File: src/rtl/input_debouncer_if.sv
// input_debouncer_if
//   Groups the debouncer's data-side signals so the block and its users
//   connect through one port.
//   master : drives data_in / glitch_clr, observes the debounced outputs.
//   slave  : the debouncer itself.
//   data_in      - synchronized raw input bit
//   glitch_clr   - synchronous clear of glitch_count
//   level_out    - debounced level
//   rise_out     - one-cycle pulse after level_out goes 0->1
//   fall_out     - one-cycle pulse after level_out goes 1->0
//   glitch_count - saturating count of aborted transitions
interface input_debouncer_if #(
    parameter int GLITCH_WIDTH = 8
);
    logic                    data_in;
    logic                    glitch_clr;
    logic                    level_out;
    logic                    rise_out;
    logic                    fall_out;
    logic [GLITCH_WIDTH-1:0] glitch_count;

    modport master (
        output data_in, glitch_clr,
        input  level_out, rise_out, fall_out, glitch_count
    );

    modport slave (
        input  data_in, glitch_clr,
        output level_out, rise_out, fall_out, glitch_count
    );
endinterface

File: src/rtl/input_debouncer.sv
// input_debouncer
//   Debounces a single synchronized input bit. The output level flips only
//   after DEBOUNCE_CYCLES consecutive samples disagree with it; a mismatch
//   run that ends early is counted as a glitch.
// Ports:
//   clk   - clock, all state changes on the rising edge
//   reset - asynchronous, active-high reset
//   bus   - input_debouncer_if.slave (data_in, glitch_clr in;
//           level_out, rise_out, fall_out, glitch_count out)
module input_debouncer #(
    parameter int   DEBOUNCE_CYCLES = 4,
    parameter logic RESET_LEVEL     = 1'b0,
    parameter int   GLITCH_WIDTH    = 8
) (
    input  logic                clk,
    input  logic                reset,
    input_debouncer_if.slave    bus
);
    localparam int             CW       = $clog2(DEBOUNCE_CYCLES + 1);
    localparam logic [CW-1:0]  CNT_DONE = CW'(DEBOUNCE_CYCLES);
    localparam logic [CW-1:0]  CNT_ONE  = CW'(1);

    typedef enum logic [1:0] {
        STABLE_LOW  = 2'd0,
        WAIT_HIGH   = 2'd1,
        STABLE_HIGH = 2'd2,
        WAIT_LOW    = 2'd3
    } state_t;

    localparam state_t RESET_STATE = RESET_LEVEL ? STABLE_HIGH : STABLE_LOW;

    state_t                  state_q, state_d;
    logic [CW-1:0]           cnt_q, cnt_d, cnt_inc;
    logic                    glitch;
    logic                    level_q, level_d;
    logic                    rise_q, fall_q;
    logic [GLITCH_WIDTH-1:0] glitch_q;

    // Counter only runs inside WAIT states, where it is at most
    // DEBOUNCE_CYCLES-1, so the increment cannot overflow CW bits.
    assign cnt_inc = cnt_q + CNT_ONE;

    always_comb begin
        state_d = state_q;
        cnt_d   = cnt_q;
        glitch  = 1'b0;
        case (state_q)
            STABLE_LOW: begin
                if (bus.data_in) begin
                    if (DEBOUNCE_CYCLES == 1) begin
                        state_d = STABLE_HIGH;
                        cnt_d   = '0;
                    end else begin
                        state_d = WAIT_HIGH;
                        cnt_d   = CNT_ONE;
                    end
                end
            end
            WAIT_HIGH: begin
                if (bus.data_in) begin
                    // >= rather than == so a corrupted count still terminates
                    if (cnt_inc >= CNT_DONE) begin
                        state_d = STABLE_HIGH;
                        cnt_d   = '0;
                    end else begin
                        cnt_d = cnt_inc;
                    end
                end else begin
                    state_d = STABLE_LOW;
                    cnt_d   = '0;
                    glitch  = 1'b1;
                end
            end
            STABLE_HIGH: begin
                if (!bus.data_in) begin
                    if (DEBOUNCE_CYCLES == 1) begin
                        state_d = STABLE_LOW;
                        cnt_d   = '0;
                    end else begin
                        state_d = WAIT_LOW;
                        cnt_d   = CNT_ONE;
                    end
                end
            end
            WAIT_LOW: begin
                if (!bus.data_in) begin
                    if (cnt_inc >= CNT_DONE) begin
                        state_d = STABLE_LOW;
                        cnt_d   = '0;
                    end else begin
                        cnt_d = cnt_inc;
                    end
                end else begin
                    state_d = STABLE_HIGH;
                    cnt_d   = '0;
                    glitch  = 1'b1;
                end
            end
            default: begin
                state_d = RESET_STATE;
                cnt_d   = '0;
            end
        endcase
    end

    // Level is high in the states that represent a settled or pending-low
    // high level; registered alongside the state so it is glitch-free.
    assign level_d = (state_d == STABLE_HIGH) || (state_d == WAIT_LOW);

    always_ff @(posedge clk or posedge reset) begin
        if (reset) begin
            state_q <= RESET_STATE;
            cnt_q   <= '0;
            level_q <= RESET_LEVEL;
            rise_q  <= 1'b0;
            fall_q  <= 1'b0;
        end else begin
            state_q <= state_d;
            cnt_q   <= cnt_d;
            level_q <= level_d;
            rise_q  <= level_d & ~level_q;
            fall_q  <= ~level_d & level_q;
        end
    end

    // Clear has priority over a same-edge glitch; count sticks at all-ones.
    always_ff @(posedge clk or posedge reset) begin
        if (reset) begin
            glitch_q <= '0;
        end else if (bus.glitch_clr) begin
            glitch_q <= '0;
        end else if (glitch && (glitch_q != {GLITCH_WIDTH{1'b1}})) begin
            glitch_q <= glitch_q + GLITCH_WIDTH'(1);
        end
    end

    assign bus.level_out    = level_q;
    assign bus.rise_out     = rise_q;
    assign bus.fall_out     = fall_q;
    assign bus.glitch_count = glitch_q;
endmodule
File: src/flat_wrapper.sv
// flat-port wrapper written by rule: the top's interface ports become plain ports
module input_debouncer_flat 
#(
    parameter int   DEBOUNCE_CYCLES = 4,
    parameter logic RESET_LEVEL     = 1'b0,
    parameter int   GLITCH_WIDTH    = 8
)
  (clk, reset, bus_data_in, bus_glitch_clr, bus_level_out, bus_rise_out, bus_fall_out, bus_glitch_count);
  input_debouncer_if #(.GLITCH_WIDTH(GLITCH_WIDTH)) bus_i ();
  input  logic clk;
  input  logic reset;
  input wire logic [$bits(bus_i.data_in)-1:0] bus_data_in;
  input wire logic [$bits(bus_i.glitch_clr)-1:0] bus_glitch_clr;
  output wire logic [$bits(bus_i.level_out)-1:0] bus_level_out;
  output wire logic [$bits(bus_i.rise_out)-1:0] bus_rise_out;
  output wire logic [$bits(bus_i.fall_out)-1:0] bus_fall_out;
  output wire logic [$bits(bus_i.glitch_count)-1:0] bus_glitch_count;
  assign bus_i.data_in = bus_data_in;
  assign bus_i.glitch_clr = bus_glitch_clr;
  assign bus_level_out = bus_i.level_out;
  assign bus_rise_out = bus_i.rise_out;
  assign bus_fall_out = bus_i.fall_out;
  assign bus_glitch_count = bus_i.glitch_count;
  input_debouncer #(.DEBOUNCE_CYCLES(DEBOUNCE_CYCLES), .RESET_LEVEL(RESET_LEVEL), .GLITCH_WIDTH(GLITCH_WIDTH)) u_core (.clk(clk), .reset(reset), .bus(bus_i));
endmodule
File: config.mk
export PLATFORM = sky130hd
export DESIGN_NAME = input_debouncer_flat
export DESIGN_NICKNAME = d
export VERILOG_FILES = /design/src/rtl/input_debouncer_if.sv /design/src/rtl/input_debouncer.sv /design/src/flat_wrapper.sv
export SDC_FILE = /design/constraint.sdc
export NUM_CORES = 1
export LEC_CHECK = 0
export CAP_MARGIN = 20
export CORE_MARGIN = 8
export CORE_UTILIZATION = 52
export CTS_BUF_LIST = sky130_fd_sc_hd__clkbuf_8
export DETAILED_ROUTE_END_ITERATION = 7
export GPL_TIMING_DRIVEN = 1
export PLACE_DENSITY = 0.8
export SYNTH_ARGS = -nofsm -noshare
export SYNTH_HDL_FRONTEND = slang
export SYNTH_SLANG_ARGS = --single-unit
export TNS_END_PERCENT = 10
File: constraint.sdc
create_clock -name clk -period 2.1 [get_ports clk]
set_input_delay 0.315 -clock clk [delete_from_list [all_inputs] [get_ports clk]]
set_output_delay 0.315 -clock clk [all_outputs]
set_load 0.02 [all_outputs]
; After elaboration in Yosys (flattened, before gate mapping)
; Cells that the tools add are included.
[totals]
register_bits = 16
[classes]
n_addsub = 2
magnitude_cmp = 1
eq_ne = 8
muxes = 18
bitwise_logic = 4
reduce_logical = 5
[ops]
columns = cell, count
row1 = 8-bit 2-to-1 mux, 2
row2 = 3-bit 2-to-1 mux, 5
row3 = 2-bit 2-to-1 mux, 6
row4 = 3-bit case mux with 4 select lines, 1
row5 = 8-bit by 1-bit adder with 8-bit output (second input constant), 1
row6 = 2-bit equality test (second input constant), 4
row7 = 8-bit inequality test (second input constant), 1
row8 = 2-bit case mux with 4 select lines, 1
row9 = 2-bit inequality test (second input constant), 2
row10 = 3-bit by 1-bit adder with 3-bit output (second input constant), 1
row11 = 3-bit >= comparator (second input constant), 1
row12 = 1-bit bitwise AND, 2
row13 = 2-bit by 1-bit equality test with 1-bit output (second input constant), 1
row14 = 2-bit zero test, 1
row15 = 1-bit 2-to-1 mux, 2
row16 = 1-bit inverter, 2
row17 = 1-bit case mux with 2 select lines, 1
row18 = 2-bit AND reduction, 1
row19 = 2-bit nonzero test, 1
row20 = 1-bit logical AND, 1
row21 = 1-bit logical OR, 1

; Depth between registers and ports, before layout
; Gate-level depths: netlist of the first run.
[logic_depth]
ltp_word = 9
depth_mapped = 5
ltp_nobuf = 5

; Least setup slack after synthesis of the first run
; Ideal clock, no wire load.
[synth_path]
kind = register to register
from = reg u_core.glitch_q[0] (netlist: u_core.bus.glitch_count[0])
to = reg u_core.glitch_q[5] (netlist: u_core.bus.glitch_count[5])
arrival_ns = 1.530
setup_slack_ns = 0.493
path_stages_with_launch = 6
path_buffers = 0
cell_sequence = dfrtp_1 -> ha_1 -> nand3_1 -> o211ai_4 -> or4_1 -> a21oi_1
[synth_via]
elab_chain_len = 3
word_cells_on_any_way = 6
[synth_rtl]
columns = element, line
row1 = from (decl), input_debouncer.sv:37  ; logic [GLITCH_WIDTH-1:0] glitch_q;
row2 = from (signal assigned), input_debouncer.sv:133  ; glitch_q <= glitch_q + GLITCH_WIDTH'(1);
row3 = 8-bit by 1-bit adder with 8-bit output / 8-bit inequality test (equally long branches), "input_debouncer.sv:133, input_debouncer.sv:132"
row4 = 8-bit 2-to-1 mux / 1-bit logical AND (equally long branches), input_debouncer.sv:132  ; end else if (glitch && (glitch_q != {GLITCH_WIDTH{1'b1}})) begin
row5 = 8-bit 2-to-1 mux / 2-bit nonzero test (equally long branches), -
; Parallel ways exist; a longest one is shown, timed or not. The select of a mux whose other input is x is not followed.
; A chain may end at the register's enable or synchronous reset.

; Worst setup path after layout of the first run
[layout_path]
from = in bus_data_in
to = reg u_core.glitch_q[5] (netlist: u_core.bus.glitch_count[5])
[layout_via]
elab_chain_len = 4
word_cells_on_any_way = 5
[layout_rtl]
columns = element, line
row1 = from (decl), flat_wrapper.sv:12  ; input wire logic [$bits(bus_i.data_in)-1:0] bus_data_in;
row2 = 1-bit 2-to-1 mux (on tied branches), "input_debouncer.sv:86, input_debouncer.sv:60"
row3 = 1-bit case mux with 2 select lines (*), input_debouncer.sv:47  ; case (state_q)
row4 = 1-bit logical AND (*), input_debouncer.sv:132
row5 = 2-bit nonzero test (no line) (*), -
; Mark *: on every way between the ends. The rest lies on a longest branch, timed or not.

==> impl_metrics.csv, run 1 <==
group,metric,value,unit
outcome,outcome,"completed",
power_and_ir_drop,p_leak,0.423,nW
drt,drtAntennaViolNets,0,
timing,slew_headroom,61.2,%
timing,skew,0.00440,ns
yosys,syn_area_per_cell,11.2,µm²
timing,period_share,81.9,%
floorplan,dieArea,2920,µm²
cells_and_area,register_area,400,µm²
critical_path,cp_max_fo,10,
critical_path,start_kind,"input port",
yosys,synth-warning-count,0,
timing,finalHoldViolCount,0,
yosys,syn_inst,67,
place,place_inst,94,
global_route,overflow,0,
critical_path,crit_cells,5,
yosys,synth_seq_cells,16,
place,hpwl,1060,µm
yosys,syn_nets,73,
floorplan,io_pins,15,
clocking,post_cts_buffers,0,
global_route,grt_max_degree,17,
critical_path,cp-end-kind,"register",
place,dp_slack,0.129,ns
yosys,synth.top_cell.area_share,53.2,%
yosys,synth_top_cells_by_area,"dfrtp_1 53%, xor2_1 4.7%, xnor2_4 3.7%",
timing,fin_setup_tns,0,ns
cells_and_area,drive_gt1_share,7.23,%
cells_and_area,fin_nets,90,
clocking,clockBufferDepth,2,
timing,min_period,1.72,ns
drt,firstDrtPassIters,4,
clocking,clock_sinks,16,
cells_and_area,insertedDiodeCount,0,
floorplan,die_w,54.1,µm
timing,whs,0.426,ns
critical_path,slowest_stage,"clkdlybuf4s50_1",
power_and_ir_drop,power_density,1160,nW/µm²
timing,rsz0062_at_grt,"false",
critical_path,crit_arrival,1.89,ns
drt,routedWlPerCell,16.0,µm
critical_path,path_class,"in -> reg",
critical_path,crit_path_cell_trace,"clkdlybuf4s50_1 > xnor2_4 > o211ai_4 > or4_1 > a21oi_1",
floorplan,core,1330,µm²
timing,tightest_slew,0.582,ns
cells_and_area,area_growth_syn_to_layout,27.2,%
timing,setup_ws,0.381,ns
clocking,cts-buffers-inserted,3,
place,port_buffers,14,
timing,setup_viol,0,
drt,route.detailed.drc,0,
place,gp_congestion,0.784,
clocking,tritoncts,"done",
drt,num_vias,567,
clocking,clock_latency,0.25,ns
critical_path,critPathBufInv,1,
flow_run,drv_cap,0,
yosys,netlist_area,753,µm²
cells_and_area,finalInstanceArea,958,µm²
clocking,clkSlewWorstSetupHoldPaths,0.06,ns
power_and_ir_drop,ir_worst_vdd,0.000734,V
yosys,ys_seq_area_share,53.2,%
global_route,grt.total_usage,12.4,%
global_route,grt_pass1_vias,551,
global_route,grt_pass1_wl,2580,µm
yosys,synthDistinctLibCells,25,
clocking,h-tree-depth,1,
global_route,grt_antenna_before_repair,0,
clocking,cts.repair.resized,0,
floorplan,row_count,13,
cells_and_area,fillers,101,
yosys,synth_top_area_cell,"dfrtp_1",
timing,maxClockFrequency,582,MHz
clocking,cts-root-buf,"clkbuf_8",
critical_path,critPathRequiredTime,2.27,ns
critical_path,crit_family,"buffers and inverters",
drt,viasPerCell,5.79,
timing,final_max_slew_viol_count,0,
place,place_area,903,µm²
drt,drt_iter0_markers,10,
power_and_ir_drop,total_power,1.12,mW
cells_and_area,fin_util,71.9,%
drt,totalWireLength,1570,µm
min_path,hold_path.class,"in -> async",
cells_and_area,finalNonFillerCells,98,
cells_and_area,multi_input_area,329,µm²
floorplan,start_util,56.5,%
floorplan,dieHeight,54.1,µm
clocking,hold_buffers,0,
critical_path,cpPeakStageDelay,0.53,ns
critical_path,rr_worst_depth,5,
flip-flops by register name, indices dropped and copies added (netlist names):
| register | flops |
|---|---|
| u_core.bus.rise_out | 1 |
| u_core.bus.glitch_count | 8 |
| u_core.state_q | 2 |
| u_core.bus.level_out | 1 |
| u_core.bus.fall_out | 1 |
| u_core.cnt_q | 3 |
area by class of cell:
cell class | count | area share, %
Sequential cell | 16 | 41.8
Inverter | 4 | 1.57
Multi-Input combinational cell | 45 | 34.3
Clock buffer | 4 | 5.74
Timing Repair Buffer | 14 | 14.6
Tap cell | 15 | 1.96
path summary, 6_finish.rpt:
kind,from,endpoint,slack (ns)
max,bus_data_in,u_core.bus.glitch_count[5]$_DFFE_PP0P_,0.38
min,reset,u_core.bus.glitch_count[3]$_DFFE_PP0P_,0.43
max reg2reg,u_core.bus.glitch_count[0]$_DFFE_PP0P_,u_core.bus.glitch_count[5]$_DFFE_PP0P_,0.48
min reg2reg,u_core.bus.level_out$_DFF_PP0_,u_core.bus.rise_out$_DFF_PP0_,0.45
max in group asynchronous,reset,u_core.cnt_q[0]$_DFFE_PP0P_,1.29
min in group clk,u_core.bus.level_out$_DFF_PP0_,u_core.bus.rise_out$_DFF_PP0_,0.45
power breakdown:
group	leakage [nW]	internal, mW	switching [mW]	total, mW
logic	0.184	0.181	0.200	0.381
clock network	0.0288	0.166	0.106	0.272
registers	0.210	0.382	0.0810	0.463
cell usage in the layout (no fill, tap or decap), drive strengths merged:
cell type / instances
nand3: 3
and4: 1
nor3: 1
clkdlybuf4s50: 14
a211oi: 1
clkbuf: 4
o2111ai: 1
xor2: 4
o31ai: 2
or4: 2
inv: 4
o21a: 1
nor2: 6
nand4: 2
and2: 2
a32o: 1
mux2i: 2
nand2: 2
or3: 2
a21oi: 5
xnor2: 1
ha: 2
o211ai: 1
dfrtp: 16
o21ai: 3
routing by layer:
layer | up-vias | routed length [µm] | track usage (%)
li1 | 273 | - | -
met1 | 269 | 662 | 13.2
met2 | 21 | 757 | 20.7
met3 | 4 | 108 | 4.41
met4 | 0 | 36 | 7.38
met5 | - | 0 | 0
kinds of logic (layout without fill, tap and decap cells):
logic type / count (synthesis) / count (layout) / synth area share (%)
AOI/OAI and AO/OA: 15 / 15 / 14.6
xor gates and xnor gates: 5 / 5 / 8.31
adders and majority gates: 2 / 2 / 3.32
buffers and inverters: 6 / 22 / 3.15
DFF: 16 / 16 / 53.2
muxes: 2 / 2 / 2.66
and+or+nand+nor: 21 / 21 / 14.8
synth_stat cells:
cell type and instances:
o31ai_1 2, nor3_1 1, or4_1 2, buf_1 1, o21a_1 1, o21ai_0 3, and4_1 1, a32o_1 1
nand4_1 2, xnor2_4 1, mux2i_1 2, buf_2 1, a21oi_1 5, dfrtp_1 16, and2_1 2, or3_1 2
nand3_1 3, o2111ai_1 1, xor2_1 4, a211oi_1 1, nor2_1 6, inv_1 4, nand2_1 2, ha_1 2
o211ai_4 1
worst reg2reg max path: stages (launching register included):
cell and delay [ns]:
dfrtp_1 0.41, ha_1 0.25, nand3_1 0.15, o211ai_4 0.14
or4_1 0.42, a21oi_1 0.16
Note: power is estimated with default switching activity, not from simulation.
==> run 2, diff against run 1 <==
clock period = 1.8 ns   (was 2.1 ns; I/O delays follow)
==> run 2 against run 1 <==
Net effect:
- register-to-register slack worse by 0.29 ns
- flip-flop and latch count unchanged
- die area stayed put
- sequential share of layout area fell by 0.70 points
- sequential power increased by 17%
- combinational power up 27%
- setup slack worse by 0.19 ns
- cell area rose by 1.7%
- hold slack lost 0.030 ns
- final cell count increased by 3.1%
- via count rose by 6.2%
- non-clock buffer count increased by 4
==> impl_metrics.csv, run 2 (same netlist as run 1, synthesis figures left out) <==
group,metric,value,unit
place,place_area,933,µm²
power_and_ir_drop,p_leak,0.434,nW
place,dp_slack,0.00359,ns
cells_and_area,area_growth_syn_to_layout,29.4,%
global_route,use_met3,5.51,%
cells_and_area,finalNonFillerCells,101,
timing,finalHoldViolCount,0,
timing,setup_viol,0,
clocking,post_cts_buffers,0,
clocking,tritoncts,"done",
power_and_ir_drop,ir_worst_vdd,0.000803,V
clocking,h-tree-depth,1,
critical_path,start_kind,"register",
clocking,cts.repair.resized,0,
drt,totalWireLength,1450,µm
critical_path,path_class,"reg -> reg",
timing,rsz0062_at_grt,"false",
power_and_ir_drop,p_int,845,µW
drt,num_vias,602,
floorplan,row_count,13,
global_route,gr-max-usage-layer,"met2",
power_and_ir_drop,swShare,34.1,%
floorplan,core,1330,µm²
drt,route.detailed.drc,0,
clocking,clock_latency,0.24,ns
cells_and_area,register_area,400,µm²
flow_run,drv_cap,0,
timing,setup_ws,0.190,ns
cells_and_area,finalInstanceArea,975,µm²
floorplan,die_w,54.1,µm
timing,skew,0.00191,ns
timing,whs,0.396,ns
global_route,grt_pass1_vias,543,
critical_path,worstSetupStartpoint,"u_core.bus.glitch_count[0]$_DFFE_PP0P_",
timing,min_period,1.61,ns
drt,firstDrtPassIters,4,
clocking,clock_sinks,16,
global_route,overflow,0,
floorplan,dieArea,2920,µm²
cells_and_area,drive_gt1_share,10.5,%
power_and_ir_drop,switching_power,438,µW
cells_and_area,fin_util,73.1,%
drt,routedWlPerCell,14.4,µm
critical_path,cp-end-kind,"register",
cells_and_area,final_common_cell,"dfrtp_1",
cells_and_area,layout_common_cells,"16 x dfrtp_1, 14 x clkdlybuf4s50_1, 6 x nor2_1",
cells_and_area,multi_input_area,329,µm²
critical_path,crit_arrival,1.78,ns
global_route,grtUsageMet2,17.4,%
global_route,grt_max_degree,17,
critical_path,r2r-start,"u_core.bus.glitch_count[0]$_DFFE_PP0P_",
place,gp_congestion,0.797,
clocking,clockBufferDepth,2,
drt,drt_iter0_markers,8,
power_and_ir_drop,pwr-share-seq,42.1,%
cells_and_area,largest_register_ffs,8,
cells_and_area,fin_nets,94,
place,port_buffers,14,
drt,viasPerCell,5.96,
floorplan,start_util,56.5,%
place,hpwl,1060,µm
floorplan,dieHeight,54.1,µm
clocking,hold_buffers,0,
min_path,hold_path.class,"in -> async",
timing,final_max_slew_viol_count,0,
cells_and_area,insertedDiodeCount,0,
global_route,grt_antenna_before_repair,0,
timing,tightest_slew,0.572,ns
timing,maxClockFrequency,621,MHz
power_and_ir_drop,total_power,1.28,mW
global_route,grt.total_usage,11.2,%
timing,fin_setup_tns,0,ns
floorplan,io_pins,15,
clocking,cts-buffers-inserted,3,
clocking,cts-root-buf,"clkbuf_8",
place,place_inst,98,
timing,period_share,89.4,%
critical_path,cp_max_fo,7,
global_route,use_met1,12.7,%
power_and_ir_drop,power_density,1320,nW/µm²
power_and_ir_drop,p_clk_share,20.3,%
timing,slew_headroom,61.8,%
drt,drtAntennaViolNets,0,
clocking,clkSlewWorstSetupHoldPaths,0.06,ns
critical_path,critPathRequiredTime,1.97,ns
global_route,grt_pass1_wl,2390,µm
power_and_ir_drop,p_comb_share,37.6,%
cells_and_area,fillers,101,
outcome,outcome,"completed",
## run 2: cell types whose count changed in the layout (fill, tap and decap cells not counted)
cell	delta
clkbuf_8	-1
buf_4	+4
## run 2: worst max-delay path, stage by stage (launching register included)
cell	delay, ns
dfrtp_1	0.41
ha_1	0.26
nand3_1	0.16
o211ai_4	0.12
or4_1	0.41
a21oi_1	0.16
## run 2: worst paths after layout
path	to	slack [ns]	cells after the start
setup reg to reg	u_core.bus.glitch_count[5]$_DFFE_PP0P_	0.19	5
min in group clk	u_core.bus.rise_out$_DFF_PP0_	0.45	1
max in group asynchronous	u_core.cnt_q[1]$_DFFE_PP0P_	1.03	2
setup / recovery	u_core.bus.glitch_count[5]$_DFFE_PP0P_	0.19	5
hold reg to reg	u_core.bus.rise_out$_DFF_PP0_	0.45	1
hold / removal	u_core.bus.glitch_count[3]$_DFFE_PP0P_	0.40	2
## run 2: power groups by stage
stage / logic (mW) / registers [mW] / clock network [mW]
after detailed placement: 0.482 / 0.547 / 0
after global routing: 0.528 / 0.555 / 0.285
after floorplan: 0.268 / 0.565 / 0
after CTS: 0.488 / 0.542 / 0.267
final: 0.482 / 0.541 / 0.260
after global placement: 0.479 / 0.542 / 0
## run 2: metal layers
metal	vias to the layer above	wire length (µm)
li1	282	-
met1	292	619
met2	24	690
met3	4	123
met4	0	17
met5	-	0
## run 2: layout make-up
class,instances,share of cell area [%]
tap,15,1.93
clock buffer,3,4.24
sequential,16,41.1
timing repair buffer,18,17.5
multi-input combinational,45,33.8
inverter,4,1.54
==> run 3, diff against run 2 <==
CAP_MARGIN = default   (was 20)
CORE_UTILIZATION = 56   (was 52)
PLACE_DENSITY = 0.86   (was 0.8)
SKIP_CTS_REPAIR_TIMING = 1   (was default)
clock period = 2 ns   (was 1.8 ns; I/O delays follow)
==> run 3 against run 2 <==
Net effect:
- wire length grew 23%
- first-iteration DRC count grew 140%
- largest power group unchanged
- largest cell class unchanged
- sequential share of layout area is 0.70 points higher
==> impl_metrics.csv, run 3 (same netlist as run 1, synthesis figures left out) <==
group,metric,value,unit
global_route,grt_pass1_wl,2970,µm
critical_path,ff2ff_setup_slack,0.28,ns
drt,route.detailed.drc,0,
global_route,grt.total_usage,14.4,%
timing,fin_setup_tns,0,ns
drt,firstDrtPassIters,4,
outcome,outcome,"completed",
critical_path,rr_worst_depth,5,
place,port_buffers,14,
clocking,clock_latency,0.25,ns
timing,period_share,87.5,%
cells_and_area,insertedDiodeCount,0,
timing,rsz0062_at_grt,"false",
global_route,grt_max_degree,17,
floorplan,dieArea,2770,µm²
cells_and_area,largest_register_ffs,8,
timing,tightest_slew,0.611,ns
timing,min_period,1.75,ns
timing,whs,0.417,ns
cells_and_area,area_growth_syn_to_layout,27.2,%
drt,routedWlPerCell,18.2,µm
clocking,h-tree-depth,1,
floorplan,io_pins,15,
critical_path,start_kind,"input port",
timing,slew_headroom,59.2,%
cells_and_area,fillers,93,
place,gp_congestion,0.781,
floorplan,die_w,52.7,µm
critical_path,worstSetupStartpoint,"bus_data_in",
clocking,cts-root-buf,"clkbuf_8",
global_route,grt_antenna_before_repair,0,
critical_path,rr_endpoint,"u_core.bus.glitch_count[5]$_DFFE_PP0P_",
timing,skew,0.00177,ns
cells_and_area,drive_gt1_share,7.23,%
cells_and_area,final_common_cell,"dfrtp_1",
timing,setup_viol,0,
clocking,clkSlewWorstSetupHoldPaths,0.07,ns
drt,viasPerCell,6.26,
cells_and_area,multi_input_area,329,µm²
global_route,overflow,0,
drt,drt_iter0_markers,19,
clocking,clock_sinks,16,
drt,num_vias,613,
timing,finalHoldViolCount,0,
power_and_ir_drop,power_density,1230,nW/µm²
place,hpwl,1220,µm
clocking,cts-buffers-inserted,3,
critical_path,crit_arrival,1.92,ns
critical_path,critPathRequiredTime,2.17,ns
floorplan,start_util,58.6,%
drt,totalWireLength,1790,µm
power_and_ir_drop,ir_worst_vdd,0.000863,V
critical_path,r2r-start,"u_core.bus.glitch_count[0]$_DFFE_PP0P_",
cells_and_area,register_area,400,µm²
clocking,tritoncts,"done",
cells_and_area,fin_nets,90,
critical_path,crit_end,"u_core.bus.glitch_count[5]$_DFFE_PP0P_",
floorplan,dieHeight,52.7,µm
timing,final_max_slew_viol_count,0,
critical_path,cp_max_fo,10,
drt,drtAntennaViolNets,0,
floorplan,core,1280,µm²
critical_path,path_class,"in -> reg",
floorplan,row_count,13,
min_path,hold_path.class,"in -> async",
critical_path,cp-end-kind,"register",
timing,maxClockFrequency,572,MHz
cells_and_area,layout_common_cells,"16 x dfrtp_1, 14 x clkdlybuf4s50_1, 6 x nor2_1",
power_and_ir_drop,p_leak,0.423,nW
flow_run,drv_cap,0,
global_route,grt_pass1_vias,645,
clocking,clockBufferDepth,2,
-- run 3: cell types whose count changed in the layout (fill, tap and decap cells not counted) --
cell      delta
buf_4        -4
clkbuf_8     +1
-- run 3: area by class of cell --
type | instances | area share (%)
inverter | 4 | 1.57
sequential | 16 | 41.8
tap | 15 | 1.96
multi-input combinational | 45 | 34.3
timing repair buffer | 14 | 14.6
clock buffer | 4 | 5.74
-- run 3: worst min path at each step --
stage | slack (ns) | depth (start not counted) | end | start
after CTS | 0.45 | 2 | u_core.bus.level_out$_DFF_PP0_ | reset
final | 0.42 | 2 | u_core.bus.rise_out$_DFF_PP0_ | reset
after floorplan | 0.21 | 1 | u_core.bus.fall_out$_DFF_PP0_ | reset
after global routing | 0.47 | 1 | u_core.bus.rise_out$_DFF_PP0_ | u_core.bus.level_out$_DFF_PP0_
after global placement | 0.44 | 1 | u_core.bus.rise_out$_DFF_PP0_ | u_core.bus.level_out$_DFF_PP0_
after detailed placement | 0.44 | 1 | u_core.bus.rise_out$_DFF_PP0_ | u_core.bus.level_out$_DFF_PP0_
-- run 3: per-layer routing --
layer  GRT usage, %  share of wire (%)
met1           16.0                 37
met2           24.5                 53
met3           3.98                7.3
met4           6.90                2.9
met5              0                  0
-- run 3: worst max-delay path: stages --
cell and delay [ns]:
clkdlybuf4s50_1 0.53, xnor2_4 0.30, o211ai_4 0.18, or4_1 0.44, a21oi_1 0.17
-- run 3: through the flow --
step | utilization [%] | instance area (µm²) | cells | power [mW] | setup slack, ns
2_1_floorplan | - | 753 | 67 | 0.749 | 0.393
3_3_place_gp | 70.3 | 903 | 94 | 0.863 | 0.0993
3_5_place_dp | 70.3 | 903 | 94 | 0.890 | 0.0185
4_1_cts | 74.6 | 958 | 98 | 1.18 | 0.256
5_1_grt | 74.6 | 958 | 98 | 1.25 | 0.169
6_report | 74.6 | 958 | 98 | 1.18 | 0.251
-- run 3: report_power, final --
| group | switching [mW] | internal [mW] | total, mW |
|---|---|---|---|
| logic | 0.214 | 0.187 | 0.401 |
| registers | 0.0894 | 0.401 | 0.491 |
| clock network | 0.114 | 0.175 | 0.289 |
